`src/rtl/apb_slave_regif.sv`:
```
// APB slave front-end for the Timer-APB register bank: wait states, address
// decode, read-only protection and one-cycle indexed strobes to the register file.
module apb_slave_regif #(
  parameter int unsigned          ADDR_W      = 12,
  parameter int unsigned          DATA_W      = 32,
  parameter int unsigned          NUM_REGS    = 8,
  parameter int unsigned          WAIT_CYCLES = 0,
  parameter logic [NUM_REGS-1:0]  RO_MASK     = '0
) (
  input  logic                         clk,
  input  logic                         rst_n,
  input  logic                         psel,
  input  logic                         penable,
  input  logic                         pwrite,
  input  logic [ADDR_W-1:0]            paddr,
  input  logic [DATA_W-1:0]            pwdata,
  input  logic [DATA_W/8-1:0]          pstrb,
  output logic                         pready,
  output logic [DATA_W-1:0]            prdata,
  output logic                         pslverr,
  output logic                         wr_en,
  output logic                         rd_en,
  output logic [$clog2(NUM_REGS)-1:0]  reg_idx,
  output logic [DATA_W-1:0]            wr_data,
  output logic [DATA_W/8-1:0]          wr_strb,
  input  logic [NUM_REGS*DATA_W-1:0]   rd_data_bus
);

  localparam int unsigned STRB_W = DATA_W / 8;
  localparam int unsigned OFS    = $clog2(STRB_W);
  localparam int unsigned IDX_W  = $clog2(NUM_REGS);
  localparam int unsigned WORD_W = ADDR_W - OFS;
  localparam int unsigned CMP_W  = (WORD_W > 32) ? WORD_W : 32;
  localparam logic [3:0]  CNT_LOAD = (WAIT_CYCLES > 0) ? 4'(WAIT_CYCLES - 1) : 4'd0;

  typedef enum logic [1:0] {
    S_IDLE,
    S_WAIT,
    S_READY
  } state_e;

  state_e              state_q;
  logic [3:0]          cnt_q;
  logic [ADDR_W-1:0]   addr_q;
  logic                write_q;
  logic [DATA_W-1:0]   wdata_q;
  logic [STRB_W-1:0]   strb_q;

  logic [WORD_W-1:0]   word;
  logic [IDX_W-1:0]    idx;
  logic                misaligned;
  logic                out_of_range;
  logic                ro_hit;
  logic                err;
  logic                xfer;
  logic [DATA_W-1:0]   rd_word;

  always_ff @(posedge clk or negedge rst_n) begin
    if (!rst_n) begin
      state_q <= S_IDLE;
      cnt_q   <= '0;
      addr_q  <= '0;
      write_q <= 1'b0;
      wdata_q <= '0;
      strb_q  <= '0;
    end else begin
      unique case (state_q)
        S_IDLE: begin
          if (psel && !penable) begin
            addr_q  <= paddr;
            write_q <= pwrite;
            wdata_q <= pwdata;
            strb_q  <= pstrb;
            if (WAIT_CYCLES == 0) begin
              state_q <= S_READY;
            end else begin
              state_q <= S_WAIT;
              cnt_q   <= CNT_LOAD;
            end
          end
        end
        S_WAIT: begin
          if (!psel) begin
            state_q <= S_IDLE;
          end else if (cnt_q == '0) begin
            state_q <= S_READY;
          end else begin
            cnt_q <= cnt_q - 4'd1;
          end
        end
        S_READY: state_q <= S_IDLE;
        default: state_q <= S_IDLE;
      endcase
    end
  end

  // Decode works on the latched address so the response cannot shift mid-transfer.
  assign word         = addr_q[ADDR_W-1:OFS];
  assign idx          = word[IDX_W-1:0];
  assign misaligned   = (addr_q[OFS-1:0] != '0);
  assign out_of_range = (CMP_W'(word) >= CMP_W'(NUM_REGS));
  assign ro_hit       = write_q && !out_of_range && RO_MASK[idx];
  assign err          = misaligned || out_of_range || ro_hit;

  assign xfer    = (state_q == S_READY) && psel && penable;
  assign pready  = xfer;
  assign pslverr = xfer && err;
  assign wr_en   = xfer && write_q && !err;
  assign rd_en   = xfer && !write_q && !err;

  always_comb begin
    rd_word = '0;
    for (int unsigned i = 0; i < NUM_REGS; i++) begin
      if (idx == IDX_W'(i)) rd_word = rd_data_bus[i*DATA_W +: DATA_W];
    end
  end

  assign prdata  = rd_en ? rd_word : '0;
  assign reg_idx = idx;
  assign wr_data = wdata_q;
  assign wr_strb = strb_q;

endmodule

```
`config.mk`:
```
export PLATFORM = sky130hd
export DESIGN_NAME = apb_slave_regif
export DESIGN_NICKNAME = d
export VERILOG_FILES = /design/src/rtl/apb_slave_regif.sv
export SDC_FILE = /design/constraint.sdc
export NUM_CORES = 1
export LEC_CHECK = 0
export CAP_MARGIN = 20
export CORE_AREA = 4 4 146 148
export CTS_BUF_LIST = sky130_fd_sc_hd__clkbuf_8
export CTS_CLUSTER_DIAMETER = 150
export DETAILED_ROUTE_END_ITERATION = 8
export DIE_AREA = 0 0 150 152
export DONT_BUFFER_PORTS = 1
export REMOVE_ABC_BUFFERS = 1
export SLEW_MARGIN = 25
export SYNTH_ARGS = -nofsm -noshare
export SYNTH_HDL_FRONTEND = slang
export SYNTH_SLANG_ARGS = --single-unit
```
`constraint.sdc`:
```
create_clock -name clk -period 3.4 [get_ports clk]
set_input_delay 1.02 -clock clk [delete_from_list [all_inputs] [get_ports clk]]
set_output_delay 1.02 -clock clk [all_outputs]
set_load 0.01 [all_outputs]
```
==> metrics.md, run 1 <==
| Metric | Value |
|---|---|
| Path depth of the worst reg2reg path | 3 |
| Post-route cell area | 5890 um2 |
| Clock buffer depth | 2 |
| Number of global-route vias before repair | 4633 |
| Post-synthesis cell area | 4880 um2 |
| Mean Syn Cell Area | 9.19 um2 |
| Final Instance Count excl. Fillers | 788 |
| Final worst-path cycle share | 103% |
| Clock skew | 0.00715 ns |
| Leakage | 0.00230 uW |
| Synth Warn # | 0 |
| Layout cells sized above 1 | 31.7% |
| Area post-placement | 5380 um2 |
| Post-DP HPWL | 16300 um |
| Max cap viols | 0 |
| Root buf cell | clkbuf_8 |
| Die Wd | 150 um |
| CP max FO | 24 |
| Yosys cell types | 37 |
| Hold Path Class | in2async |
| R2R Setup Slk | 1.77 ns |
| Share of async-settable or async-resettable flops after synthesis | 100% |
| Drt drc | 0 |
| Post-synthesis cell count | 531 |
| Core box area | 20000 um2 |
| Worst-margin pin slew | 0.605 ns |
| Vias per cell | 5.85 |
| Fin Setup TNS | -1.82 ns |
| Htree depth | 2 |
| Wire length per cell | 26.2 um |
| Antenna violations before repair | 8 |
| Multi-input logic area | 3650 um2 |
| Reg clk slew, reported paths | 0.09 ns |
| Status | finished, violations left |
| Number of buffers inserted by port buffering | 0 |
| All-Layer GR Usage | 16.3% |
| Final setup viols | 31 |
| Skew-Pair Late Insertion Delay | 0.30 ns |
| Critical path class | reg2out |
| Via count | 4613 |
| Num CTS Buffers | 5 |
| Fin Hold WS | 0.398 ns |
| # hold bufs at CTS | 0 |
| Fin. max-slew vios | 0 |
| Global route overflow | 0 |
| Area grow syn2layout | 20.7% |
| Max VDD drop | 0.336 mV |
| CP Capture Type | output pin |
| Largest net degree at the start of global routing | 68 |
| # IOs | 384 |
| Worst setup path endpoint | prdata[2] |
| Slew HR | 59.6% |
| First-pass GRT wire length | 28700 um |
| R2r endpoint | wr_strb[2]$_DFFE_PN0P_ |
| CP startpoint kind | register |
| Die extent in y | 152 um |
| DP Cell Count | 772 |
| Failing checks | negative setup slack |
| Row count | 52 |
| Fin crit period | 3.50 ns |
| Die ar. | 22800 um2 |
| Register bit count reported by yosys | 50 |
| TritonRoute pass-1 iters | 5 |
| ANT nets after route | 0 |
| CP required | 2.38 ns |
| Fill cells | 2122 |
| Power per cell area | 444 nW/um2 |
| Setup ws final | -0.0981 ns |
| Drt total wl | 20700 um |
| Worst Path Arrival | 2.48 ns |
| FMAX | 0.286 GHz |
| Sequential cell area | 1260 um2 |
| Final #Nets | 823 |
| Worst setup startpoint | addr_q[10]$_DFFE_PN0P_ |
| Initial core utilization | 24.3% |
| Sequential-to-total area share from yosys stat | 25.6% |
| Final Hold Fails | 0 |
| Worst reg2reg path startpoint | state_q[1]$_DFFE_PN0P_ |
| EDFF count, synth | 0 |
| Commonest register cell after synthesis | dfrtp_1 |
| GPL Wtd Cong | 0.851 |
| TritonCTS clock tree | built |
| RSZ-0062 raised after global routing | true |
| CTS sink count | 50 |
| Initial DRC Count | 339 |
-- cells in the final DEF, fill, tap and decap left out, types with 8 or more instances in the layout --
master and instances:
a211oi_4 22, and3b_1 28, mux2i_1 33, dfrtp_1 47, mux2_2 49, and4b_1 27
nor4_1 19, buf_12 10, nor4bb_1 19, o21ai_0 32, buf_4 29, nor4_2 8
a221oi_1 26, nor2_1 70, a22oi_1 26
-- layout make-up --
cell class              instances  share of cell area [%]
well taps                     270                    5.74
flip-flops and latches         50                    21.4
inverters                       1                  0.0637
clock buffers                   5                    1.17
clock inverters                 3                   0.744
repair buffers                 45                    8.82
diodes                          3                   0.127
multi-input cells             411                    61.9
-- registers in the layout (all words and copies together) (netlist names) --
name     flops
wr_data     32
addr_q      12
wr_strb      4
state_q      1
write_q      1
-- cell usage after synthesis (2+ instances only) --
cell       n  area [um2]
a211oi_2  27         338
and4b_1   27         270
dfrtp_1   50        1250
nand2_1    5        18.8
and3b_1   28         245
nor3_1     3        15.0
buf_4      3        22.5
nand2b_1   2        12.5
buf_6      3        33.8
o21ai_0   32         160
a221oi_1  27         236
a222oi_1   4        40.0
nor4_1    27         169
buf_2     13        65.1
nor2_1    70         263
mux2i_1   33         330
mux2_2    49         552
a211o_1    4        35.0
a21oi_1    5        25.0
clkbuf_1  49         184
a22oi_1   27         203
nor2b_1    2        12.5
nor4bb_1  27         270
-- metal layers --
layer	track usage [%]	up-vias	part of all wire, %
met5	0	-	0.13
met1	18.3	2224	37
met2	28.7	329	49
li1	-	2031	-
met4	5.05	4	2.0
met3	5.48	25	12
-- cell families after synthesis --
logic type      after synthesis  synth area share [%]
compound gates              127                  21.4
buf+inv                      70                  6.41
flops                        50                  25.6
mux                          82                  18.1
simple gates                202                  28.4
-- worst max-delay path, stage by stage (launching register included) --
cell and delay [ns]:
dfrtp_1 0.38, or4_1 0.52, or4_4 0.44, nor3_4 0.19, nand3b_4 0.12, buf_12 0.21
a211oi_4 0.27
-- worst min path at each step --
stage               cells after the start                     end  slack (ns)
finish                                  0   addr_q[4]$_DFFE_PN0P_        0.40
global route                            0  wr_data[8]$_DFFE_PN0P_        0.37
CTS                                     0  wr_data[6]$_DFFE_PN0P_        0.38
detailed placement                      1   addr_q[9]$_DFFE_PN0P_        0.49
global placement                        1  addr_q[10]$_DFFE_PN0P_        0.48
floorplan                               1   addr_q[8]$_DFFE_PN0P_        0.47
-- where the power goes --
part / internal, uW / switching, uW
combinational: 616 / 746
clock: 220 / 195
sequential: 704 / 133
total: 1540 / 1070
-- through the flow --
step                      power [uW]  utilization [%]  setup slack (ns)
after global routing            2790             29.4            -0.176
after global placement          2050             26.8           -0.0816
after CTS                       2560             28.4            -0.180
final                           2610             29.4           -0.0981
after detailed placement        2060             26.8           -0.0727
after floorplan                 1670                -             -2.51
-- repair_timing --
item,4_1_cts,5_1_grt
buffers inserted,1,3
endpoints found under the setup margin,32,33
pin swaps,1,8
gates resized for setup,26,25
cloned,0,1
endpoints found under the hold margin,0,0
(Power assumes the default switching activity.)
==> run 2: changes to the inputs <==
Settings changed: CORE_AREA 4 4 146 148 to 3 3 149 151, CTS_CLUSTER_DIAMETER 150 to 120, DIE_AREA 0 0 150 152 to 0 0 152 154.
==> run 2 against run 1 <==
The run still ends with negative setup slack left. Core utilization shrank 2.6 points. Design area shrank 4.8%. Sequential power is essentially flat. Clock skew grew 0.0050 ns. Largest cell class unchanged. Highest routed layer is now met4.
==> metrics.md, run 2 (synthesis results as in run 1) <==
| Metric | Value |
|---|---|
| Status | finished, violations left |
| Failing checks | negative setup slack |
| Wire length per cell | 24.0 um (-8.6%) |
| Fin. max-slew vios | 0 (unchanged) |
| Final #Nets | 825 (+0.24%) |
| Leakage | 0.00227 uW (-1.6%) |
| CP max FO | 28 (+17%) |
| Initial core utilization | 23.3% (-1.1 points) |
| Comb pwr share | 52.0% (about the same) |
| # IOs | 384 (unchanged) |
| First-pass GRT wire length | 28400 um (-1.1%) |
| GPL Wtd Cong | 0.865 (+1.6%) |
| Sw Pwr | 1010 uW (-5.9%) |
| Sw frac | 41.4% (+0.35 points) |
| Antenna violations before repair | 0 (-8) |
| Commonest non-fill, non-tap cell in the layout | nor2_1 |
| Via count | 4599 (-0.30%) |
| Max VDD drop | 0.353 mV (+5.2%) |
| Reg clk slew, reported paths | 0.10 ns (about the same) |
| FMAX | 0.280 GHz (-1.9%) |
| Worst Path Arrival | 2.55 ns (+0.07 ns) |
| CP startpoint kind | register |
| TritonCTS clock tree | built |
| Num CTS Buffers | 5 (unchanged) |
| All-Layer GR Usage | 15.0% (-1.3 points) |
| Worst-margin pin slew | 0.592 ns (-0.0131 ns) |
| Clock buffer depth | 2 (unchanged) |
| Critical path class | reg2out |
| Core box area | 21000 um2 (+4.6%) |
| DP Cell Count | 778 (+0.78%) |
| Hold Path Class | in2async |
| Root buf cell | clkbuf_8 |
| Flip-flop count of the largest register after layout | 32 (unchanged) |
| Vias per cell | 5.81 (-0.81%) |
| Fin Hold WS | 0.395 ns (-0.00285 ns) |
| Drt drc | 0 (unchanged) |
| Final worst-path cycle share | 105% (+2.0 points) |
| Die ar. | 23400 um2 (+2.7%) |
| ANT nets after route | 0 (unchanged) |
| Fin Setup TNS | -2.59 ns (-0.771 ns) |
| Number of buffers inserted by port buffering | 0 (unchanged) |
| Final setup viols | 31 (unchanged) |
| Setup ws final | -0.167 ns (-0.0692 ns) |
| Register share of total power | 34.2% (+2.2 points) |
| Most frequent cells in the layout | nor2_1, mux2_2, dfrtp_1 |
| Post-DP HPWL | 14900 um (-8.7%) |
| Max cap viols | 0 (unchanged) |
| Row count | 53 (+1.9%) |
| Skew-Pair Late Insertion Delay | 0.30 ns (about the same) |
| Drt total wl | 19000 um (-8.1%) |
| Die extent in y | 154 um (+1.3%) |
| Largest net degree at the start of global routing | 63 (-7.4%) |
| Global route overflow | 0 (unchanged) |
| Area post-placement | 5380 um2 (about the same) |
| # hold bufs at CTS | 0 (unchanged) |
| Pint | 1430 uW (-7.3%) |
| Ant diodes | 0 (-3) |
| Slew HR | 60.5% (+0.87 points) |
| Post-route cell area | 5610 um2 (-4.8%) |
| Power per cell area | 435 nW/um2 (-2.0%) |
| TritonRoute pass-1 iters | 5 (unchanged) |
| Initial DRC Count | 525 (+55%) |
| Fin crit period | 3.57 ns (+0.0692 ns) |
| Area grow syn2layout | 14.9% |
| Clock share of power | 13.8% (-2.1 points) |
| Final Hold Fails | 0 (unchanged) |
| Clock skew | 0.0121 ns (+0.00496 ns) |
| Die Wd | 152 um (+1.3%) |
| CTS sink count | 50 (unchanged) |
| Layout cells sized above 1 | 30.2% (-1.5 points) |
| CP Capture Type | output pin |
| Final Instance Count excl. Fillers | 792 (+0.51%) |
| CP required | 2.38 ns (about the same) |
| RSZ-0062 raised after global routing | true |
| Htree depth | 2 (unchanged) |
| Number of global-route vias before repair | 4758 (+2.7%) |
[run 2: cell types whose count changed in the layout (fill, tap and decap cells not counted), sizes merged]
| cell | change |
|---|---|
| buf | +3 |
| diode | -3 |
| bufinv | -1 |
| clkbuf | -1 |
| clkinv | +1 |
| clkinvlp | +1 |
| inv | -1 |
[run 2: timing repair]
action / 4_1_cts / 5_1_grt
endpoints found under the setup margin: 32 / 32
pin swaps: 1 / 2
resized for setup: 5 / 10
buffers inserted: 5 / 1
[run 2: cell type report]
| type | instances | area (um2) |
|---|---|---|
| fillers | 2247 | 15300 |
| multi-input cells | 411 | 3430 |
| repair buffers | 47 | 478 |
| clock inverters | 3 | 21.3 |
| clock buffers | 5 | 68.8 |
| inverters | 1 | 3.75 |
| well taps | 275 | 344 |
| flip-flops and latches | 50 | 1260 |
[run 2: worst paths after layout]
| check | startpoint | to | slack [ns] | cells after the start |
|---|---|---|---|---|
| worst min-delay path | rst_n | write_q$_DFFE_PN0P_ | 0.40 | 0 |
| max in group asynchronous | rst_n | addr_q[3]$_DFFE_PN0P_ | 2.90 | 0 |
| worst max register to register | state_q[1]$_DFFE_PN0P_ | addr_q[1]$_DFFE_PN0P_ | 1.76 | 3 |
| min in group clk | addr_q[10]$_DFFE_PN0P_ | addr_q[10]$_DFFE_PN0P_ | 0.52 | 1 |
| worst max-delay path | addr_q[10]$_DFFE_PN0P_ | prdata[15] | -0.17 | 7 |
| worst min register to register | addr_q[10]$_DFFE_PN0P_ | addr_q[10]$_DFFE_PN0P_ | 0.52 | 1 |
[run 2: stage by stage]
step	setup slack (ns)	utilization [%]	power [uW]
after floorplan	-2.51	-	1670
after global placement	0.0414	25.7	2060
after detailed placement	0.0670	25.7	2070
after CTS	-0.163	26.4	2440
after global routing	-0.256	26.8	2620
final	-0.167	26.8	2440
[run 2: routing by layer]
layer	GRT usage, %	up-vias	wire, um
li1	-	2049	-
met3	4.36	24	1840
met2	25.8	323	9430
met5	0	-	0
met1	18.4	2203	7470
met4	3.68	0	256
[run 2: worst max-delay path, cell delays in order, from the launching register on]
cell	delay (ns)
dfrtp_1	0.38
or4_1	0.51
or4_4	0.44
nor3_4	0.20
nand3b_4	0.12
buf_12	0.19
nor3_2	0.21
buf_4	0.14
[run 2: power by group through the flow]
stage	Combinational, uW	Clock (uW)	Sequential (uW)
3_3_place_gp	1210	0	849
6_report	1270	336	835
5_1_grt	1390	371	852
3_5_place_dp	1220	0	847
4_1_cts	1250	347	840
2_1_floorplan	732	0	936
